==> src/rtl/snd_cmd_mailbox.sv <==
// Main-to-sound CPU command mailbox: DEPTH-entry FIFO or single overwrite latch,
// with a stretched NMI request and a reply latch back to the main CPU.
module snd_cmd_mailbox #(
  parameter int DW         = 8,
  parameter int DEPTH      = 4,
  parameter int NMI_CYCLES = 3,
  parameter int QUEUE_MODE = 1
) (
  input  logic          clk_sys,
  input  logic          reset,
  input  logic          main_cen,
  input  logic          main_wr,
  input  logic [DW-1:0] main_din,
  output logic          main_full,
  output logic [DW-1:0] main_reply,
  input  logic          snd_cen,
  input  logic          snd_rd,
  output logic [DW-1:0] snd_dout,
  output logic          snd_pending,
  output logic          snd_nmi,
  input  logic          snd_reply_wr,
  input  logic [DW-1:0] snd_reply_din,
  output logic          overflow,
  input  logic          ovf_clr
);

  localparam int AW = $clog2(DEPTH);
  localparam int CW = AW + 1;

  logic [DW-1:0] mem_q [DEPTH];
  logic [AW-1:0] wr_ptr_q, wr_ptr_d, rd_ptr_q, rd_ptr_d;
  logic [CW-1:0] count_q, count_d;
  logic [DW-1:0] latch_q, latch_d;
  logic [7:0]    nmi_cnt_q, nmi_cnt_d;
  logic          full_q, full_d, pending_q, pending_d, nmi_q, nmi_d, ovf_q, ovf_d;
  logic [DW-1:0] dout_q, dout_d, reply_q, reply_d;
  logic          push, pop, push_ok, ovf_set, nmi_load;

  always_comb begin
    push      = main_cen & main_wr;
    pop       = snd_cen & snd_rd & pending_q;
    wr_ptr_d  = wr_ptr_q;
    rd_ptr_d  = rd_ptr_q;
    count_d   = count_q;
    latch_d   = latch_q;
    push_ok   = 1'b0;
    ovf_set   = 1'b0;
    nmi_load  = 1'b0;
    pending_d = pending_q;
    full_d    = 1'b0;
    dout_d    = '0;

    if (QUEUE_MODE != 0) begin
      // A full queue still accepts a push when a pop frees a slot in the same cycle
      push_ok  = push & ((count_q != CW'(DEPTH)) | pop);
      ovf_set  = push & ~push_ok;
      nmi_load = push_ok;
      if (push_ok) wr_ptr_d = wr_ptr_q + AW'(1);
      if (pop) rd_ptr_d = rd_ptr_q + AW'(1);
      count_d   = count_q + CW'(push_ok) - CW'(pop);
      pending_d = (count_d != '0);
      full_d    = (count_d == CW'(DEPTH));
      // Show-ahead head: bypass the incoming byte when it lands in the new head slot
      if (count_d == '0)
        dout_d = '0;
      else if (push_ok && (wr_ptr_q == rd_ptr_d))
        dout_d = main_din;
      else
        dout_d = mem_q[rd_ptr_d];
    end else begin
      ovf_set   = push & pending_q;
      nmi_load  = push & (main_din != latch_q);
      if (push) latch_d = main_din;
      pending_d = push | (pending_q & ~pop);
      dout_d    = latch_d;
    end

    if (nmi_load)
      nmi_cnt_d = 8'(NMI_CYCLES);
    else if (snd_cen && (nmi_cnt_q != 8'd0))
      nmi_cnt_d = nmi_cnt_q - 8'd1;
    else
      nmi_cnt_d = nmi_cnt_q;
    nmi_d = (nmi_cnt_d != 8'd0);

    ovf_d   = ovf_set | (ovf_q & ~ovf_clr);
    reply_d = (snd_cen & snd_reply_wr) ? snd_reply_din : reply_q;
  end

  always_ff @(posedge clk_sys) begin
    if (push_ok) mem_q[wr_ptr_q] <= main_din;
  end

  always_ff @(posedge clk_sys) begin
    if (reset) begin
      wr_ptr_q  <= '0;
      rd_ptr_q  <= '0;
      count_q   <= '0;
      latch_q   <= '0;
      nmi_cnt_q <= '0;
      full_q    <= 1'b0;
      pending_q <= 1'b0;
      nmi_q     <= 1'b0;
      ovf_q     <= 1'b0;
      dout_q    <= '0;
      reply_q   <= '0;
    end else begin
      wr_ptr_q  <= wr_ptr_d;
      rd_ptr_q  <= rd_ptr_d;
      count_q   <= count_d;
      latch_q   <= latch_d;
      nmi_cnt_q <= nmi_cnt_d;
      full_q    <= full_d;
      pending_q <= pending_d;
      nmi_q     <= nmi_d;
      ovf_q     <= ovf_d;
      dout_q    <= dout_d;
      reply_q   <= reply_d;
    end
  end

  assign main_full   = full_q;
  assign main_reply  = reply_q;
  assign snd_dout    = dout_q;
  assign snd_pending = pending_q;
  assign snd_nmi     = nmi_q;
  assign overflow    = ovf_q;

endmodule

==> config.mk <==
export PLATFORM = sky130hd
export DESIGN_NAME = snd_cmd_mailbox
export DESIGN_NICKNAME = d
export VERILOG_FILES = /design/src/rtl/snd_cmd_mailbox.sv
export SDC_FILE = /design/constraint.sdc
export NUM_CORES = 1
export LEC_CHECK = 0
export CAP_MARGIN = 20
export CORE_ASPECT_RATIO = 1.25
export CORE_MARGIN = 3
export CORE_UTILIZATION = 45
export DETAILED_ROUTE_END_ITERATION = 10
export PLACE_DENSITY_LB_ADDON = 0.05
export SYNTH_ARGS = -nofsm -noshare
export SYNTH_HDL_FRONTEND = slang
export SYNTH_SLANG_ARGS = --single-unit
==> constraint.sdc <==
create_clock -name clk_sys -period 6.2 [get_ports clk_sys]
set_input_delay 0.62 -clock clk_sys [delete_from_list [all_inputs] [get_ports clk_sys]]
set_output_delay 0.62 -clock clk_sys [all_outputs]
set_load 0.005 [all_outputs]
# Yosys cells after proc, flatten, opt, wreduce, memory -nomap -nowiden
# Memories as Yosys holds them, arrays and structs flattened. A register that Yosys moved wholly into a read port is not among the register bits.
# Cells that the tools add are included.
# word_totals
n_memories	1
output_inout_bits	20
ram_bits	32
input_bits	24
ff_bits	27
# op_classes
mux	5
n_addsub	5
n_reduce_logical	6
n_bitwise	11
eq_ne	2
# mem_list
name	depth	word_bits	read_ports	rd_ports_with_merged_regs	wr	line	source
mem_q	4	8	1	1	1	30	logic [DW-1:0] mem_q [DEPTH];
# op_table
cell	count
$mux W8	2
$reduce_bool A8 Y1	2
$sub A8 B1 Y8 const B	1
$and A1 B1 Y1	7
$add A2 B1 Y2 const B	2
$add A3 B1 Y3	1
$eq A3 B3 Y1 const B	1
$logic_not A3 Y1	1
$ne A3 B3 Y1 const B	1
$reduce_bool A3 Y1	1
$sub A3 B1 Y3	1
$mux W1	2
$mux W2	1
$not A1 Y1	2
$or A1 B1 Y1	2
$reduce_or A2 Y1	1
$logic_and A1 B1 Y1	1

# Logic depth before layout (Yosys ltp)
# logic_depth
depth_word	8
ltp_mapped	17

# Worst setup path after synthesis
# No wires, ideal clock.
# synth_path
kind	in2reg
start	input port snd_cen
end	register dout_q[0], in the netlist snd_dout[0], read port of mem_q
stages	17
path_slack_ns	2.825
setup_ns	0.070
arrival_time_ns	3.305
path_buffers	3
path_cell_list	buf_6 nand3_4 inv_1 buf_2 nor3_2 nor2_4 inv_2 buf_2 ha_1 inv_1 ha_1 fa_1 xnor3_1 nand2b_1 o21ai_1 o31ai_1 a21oi_1
# synth_via
elab_chain_cells	8
word_cells_on_any_way	9
classes_between	add/sub: 2; mux: 1; bitwise: 4; reduce/logical: 2
# synth_rtl
element	line	source
from (decl)	16	input logic snd_cen,
$and A1 B1 Y1 (*) (2 in series)	41	pop = snd_cen & snd_rd & pending_q;
$or A1 B1 Y1	55	push_ok = push & ((count_q != CW'(DEPTH)) | pop);
$and A1 B1 Y1	55	
$add A3 B1 Y3	60	count_d = count_q + CW'(push_ok) - CW'(pop);
$sub A3 B1 Y3	60	
$logic_not A3 Y1	64	if (count_d == '0)
$reduce_or A2 Y1 (no source line)	n/a	
to (decl)	36	logic [DW-1:0] dout_q, dout_d, reply_q, reply_d;
# Every way passes the cells marked *; elsewhere a longest branch is shown, timed or not.
# A chain may end at the register's enable or synchronous reset.

# Worst setup path in the final report
# layout_path
start	input port snd_cen
end	register dout_q[5], in the netlist snd_dout[5], read port of mem_q
# Same word-level chain as after synthesis.

==> results.yml <==
placed_design:
  place_ws_ns: 1.40
  gp_congestion: 0.774
  io_buffer_count: 43
  dp_hpwl_um: 4500
sta:
  rsz0062_at_grt: "no"
  finalHoldViolCount: 0
  finalWorstSetupSlack_ns: 1.74
  slew_viol_final: 0
  finalSetupViolations: 0
  fmax_mhz: 224
  max_slew.worst_pin.slew_ns: 0.935
  hold_slack_ns: 0.454
  slew_headroom_pct: 37.6
  tns_ns: 0
  period_minus_slack_ns: 4.46
  worst_clock_skew_ns: 0.00986
  timing.final.crit_share_pct: 71.9
detailed_routing:
  drt_iter0_markers: 121
  vias: 2270
  route.detailed.drc: 0
  firstDrtPassIters: 4
  routedWlPerCell_um: 16.5
  ant_nets: 0
  wirelength_um: 6660
  viasPerCell: 5.62
layout:
  nFillCells: 591
  drive_above_1_share_pct: 9.15
  final_cell_mix: "43 x clkdlybuf4s50_1, 35 x dfxtp_1, 32 x edfxtp_1, 24 x a21oi_1"
  final_common_cell: "clkdlybuf4s50_1"
  area_delta_synth_final_pct: 19.3
  final_net_count: 345
  antennaDiodeCount: 0
yosys:
  synth_edf_count: 32
  synth-seq-cells: 67
  ys_seq_area_share_pct: 53.7
  synth.distinct_cells: 48
  avgSynthCellArea_um2: 11.3
  synth_ff_type: "dfxtp_1"
  async_flop_share_pct: 0
  yosys_warnings: 0
  synthesis.area_um2: 3100
  synthCells: 275
  synthesis.nets: 308
floorplan:
  rows: 33
  coreArea_um2: 6610
  die_width_um: 80.2
  die_area_um2: 7920
  die_y_um: 98.7
  start_util_pct: 46.9
  io_pins: 44
critical_path:
  end_kind: "flop"
  cp-start-kind: "input pin"
  crit_arrival_ns: 4.72
  path_max_fanout: 20
  crit_start: "snd_cen"
  timing.rr.start: "snd_pending"
  path_cells: "clkdlybuf4s50_1, buf_4, nand3_4, inv_1, nor3_2, nor2_4, inv_2, ha_1, inv_1, ha_1, fa_1, xnor3_1, nand2b_1, o21ai_1, o31ai_1, a21oi_1"
  slowest_stage: "inv_1"
  slowest_delay_ns: 0.52
  crit_type: "input pin to flop"
  required_ns: 6.46
cts:
  cts_setup_buffers: 0
  postCtsResizedCells: 0
  path_clk_slew_ns: 0.06
  cts_hold_buf: 0
  cts_root_buf: "clkbuf_8"
  cts.sinks: 67
  clk-insertion-delay-late_ns: 0.33
  htreeDepth: 3
  clk_path_buf_depth: 2
  tritoncts: "yes"
  numCtsBuffers: 9
status:
  status: "complete, no violations"
worst_hold_path:
  hold_start: "main_reply[0]"
  hp-class: "flop to flop"
grt:
  grt_remaining_overflow: 0
  grt_pass1_wl_um: 11000
  grt_max_degree: 23
  grt_pass1_vias: 2362
  grt_util_all_layers_pct: 18.1
  antenna_found_initial: 0
pwr:
  power.density_nw_per_um2: 354
  power_w: 0.00131
  ir_drop_mv: 0.211
  p_leak_nw: 1.31
job:
  maxCapViolCount: 0
[cells in the mapped netlist (9+ instances only)]
master / number / area [um2]
dfxtp_1: 35 / 701
edfxtp_1: 32 / 961
a21oi_1: 24 / 120
nand2_1: 17 / 63.8
o31ai_1: 17 / 128
o221ai_1: 16 / 140
nor2_1: 13 / 48.8
inv_1: 11 / 41.3
or3_1: 10 / 62.6
mux2_2: 9 / 101
nand3_1: 9 / 45.0
[worst paths after layout]
| path | to | slack [ns] | cells after the start |
|---|---|---|---|
| worst max-delay path | snd_dout[5] | 1.74 | 16 |
| worst min-delay path | main_reply[0] | 0.45 | 2 |
| worst max register to register | snd_dout[5] | 2.33 | 14 |
| worst min register to register | main_reply[0] | 0.45 | 2 |
[kinds of logic (layout without fill, tap and decap cells)]
group	after synthesis	count (layout)	synth area share, %
flops	67	67	53.7
fa+ha+maj	9	9	3.88
simple gates	77	77	13.9
mux	10	10	3.60
compound gates	73	73	17.4
xor+xnor	7	7	2.42
buf+inv	32	74	5.13
[worst max-delay path, delay by kind of cell]
kind	cells	cell delay [ns]
adders and majority gates	3	0.89
and+or+nand+nor	4	0.68
xor gates and xnor gates	1	0.37
AOI/OAI and AO/OA	3	0.74
buffers and inverters	5	1.41
[report_power, final]
group,leakage (nW),switching (W),total (W),internal (W)
Sequential,0.578,0.0000520,0.000581,0.000529
Combinational,0.649,0.000215,0.000433,0.000218
Clock,0.0792,0.000150,0.000292,0.000141
Total,1.31,0.000417,0.00131,0.000889
[metrics by stage]
stage          area, um2  instances  utilization, %
5_1_grt             3690        404            55.9
3_5_place_dp        3540        388            53.6
3_3_place_gp        3540        388            53.6
6_report            3690        404            55.9
4_1_cts             3690        404            55.9
2_1_floorplan       3100        275               -
[area by class of cell]
type | instances | area [um2] | area share (%)
Timing Repair Buffer | 45 | 445 | 12.1
Clock buffer | 12 | 135 | 3.66
Sequential cell | 67 | 1660 | 45.0
Tap cell | 87 | 109 | 2.95
Multi-Input combinational cell | 176 | 1280 | 34.6
Clock inverter | 4 | 17.5 | 0.474
Inverter | 13 | 48.8 | 1.32
[state kept, by name, summed over array words and instances, names as in the netlist]
name / flops
mem_q: 32
count_q: 3
rd_ptr_q: 2
main_full: 1
snd_pending: 1
nmi_cnt_q: 8
snd_dout: 8
main_reply: 8
wr_ptr_q: 2
snd_nmi: 1
overflow: 1
[metal layers]
metal / vias up / track usage, % / wire, um
met5: - / 0 / 0
met4: 0 / 10.4 / 147
met3: 10 / 5.48 / 291
met2: 57 / 29.1 / 3390
met1: 1094 / 21.1 / 2830
li1: 1109 / - / -
No activity file was read; power rests on OpenSTA's default activity.
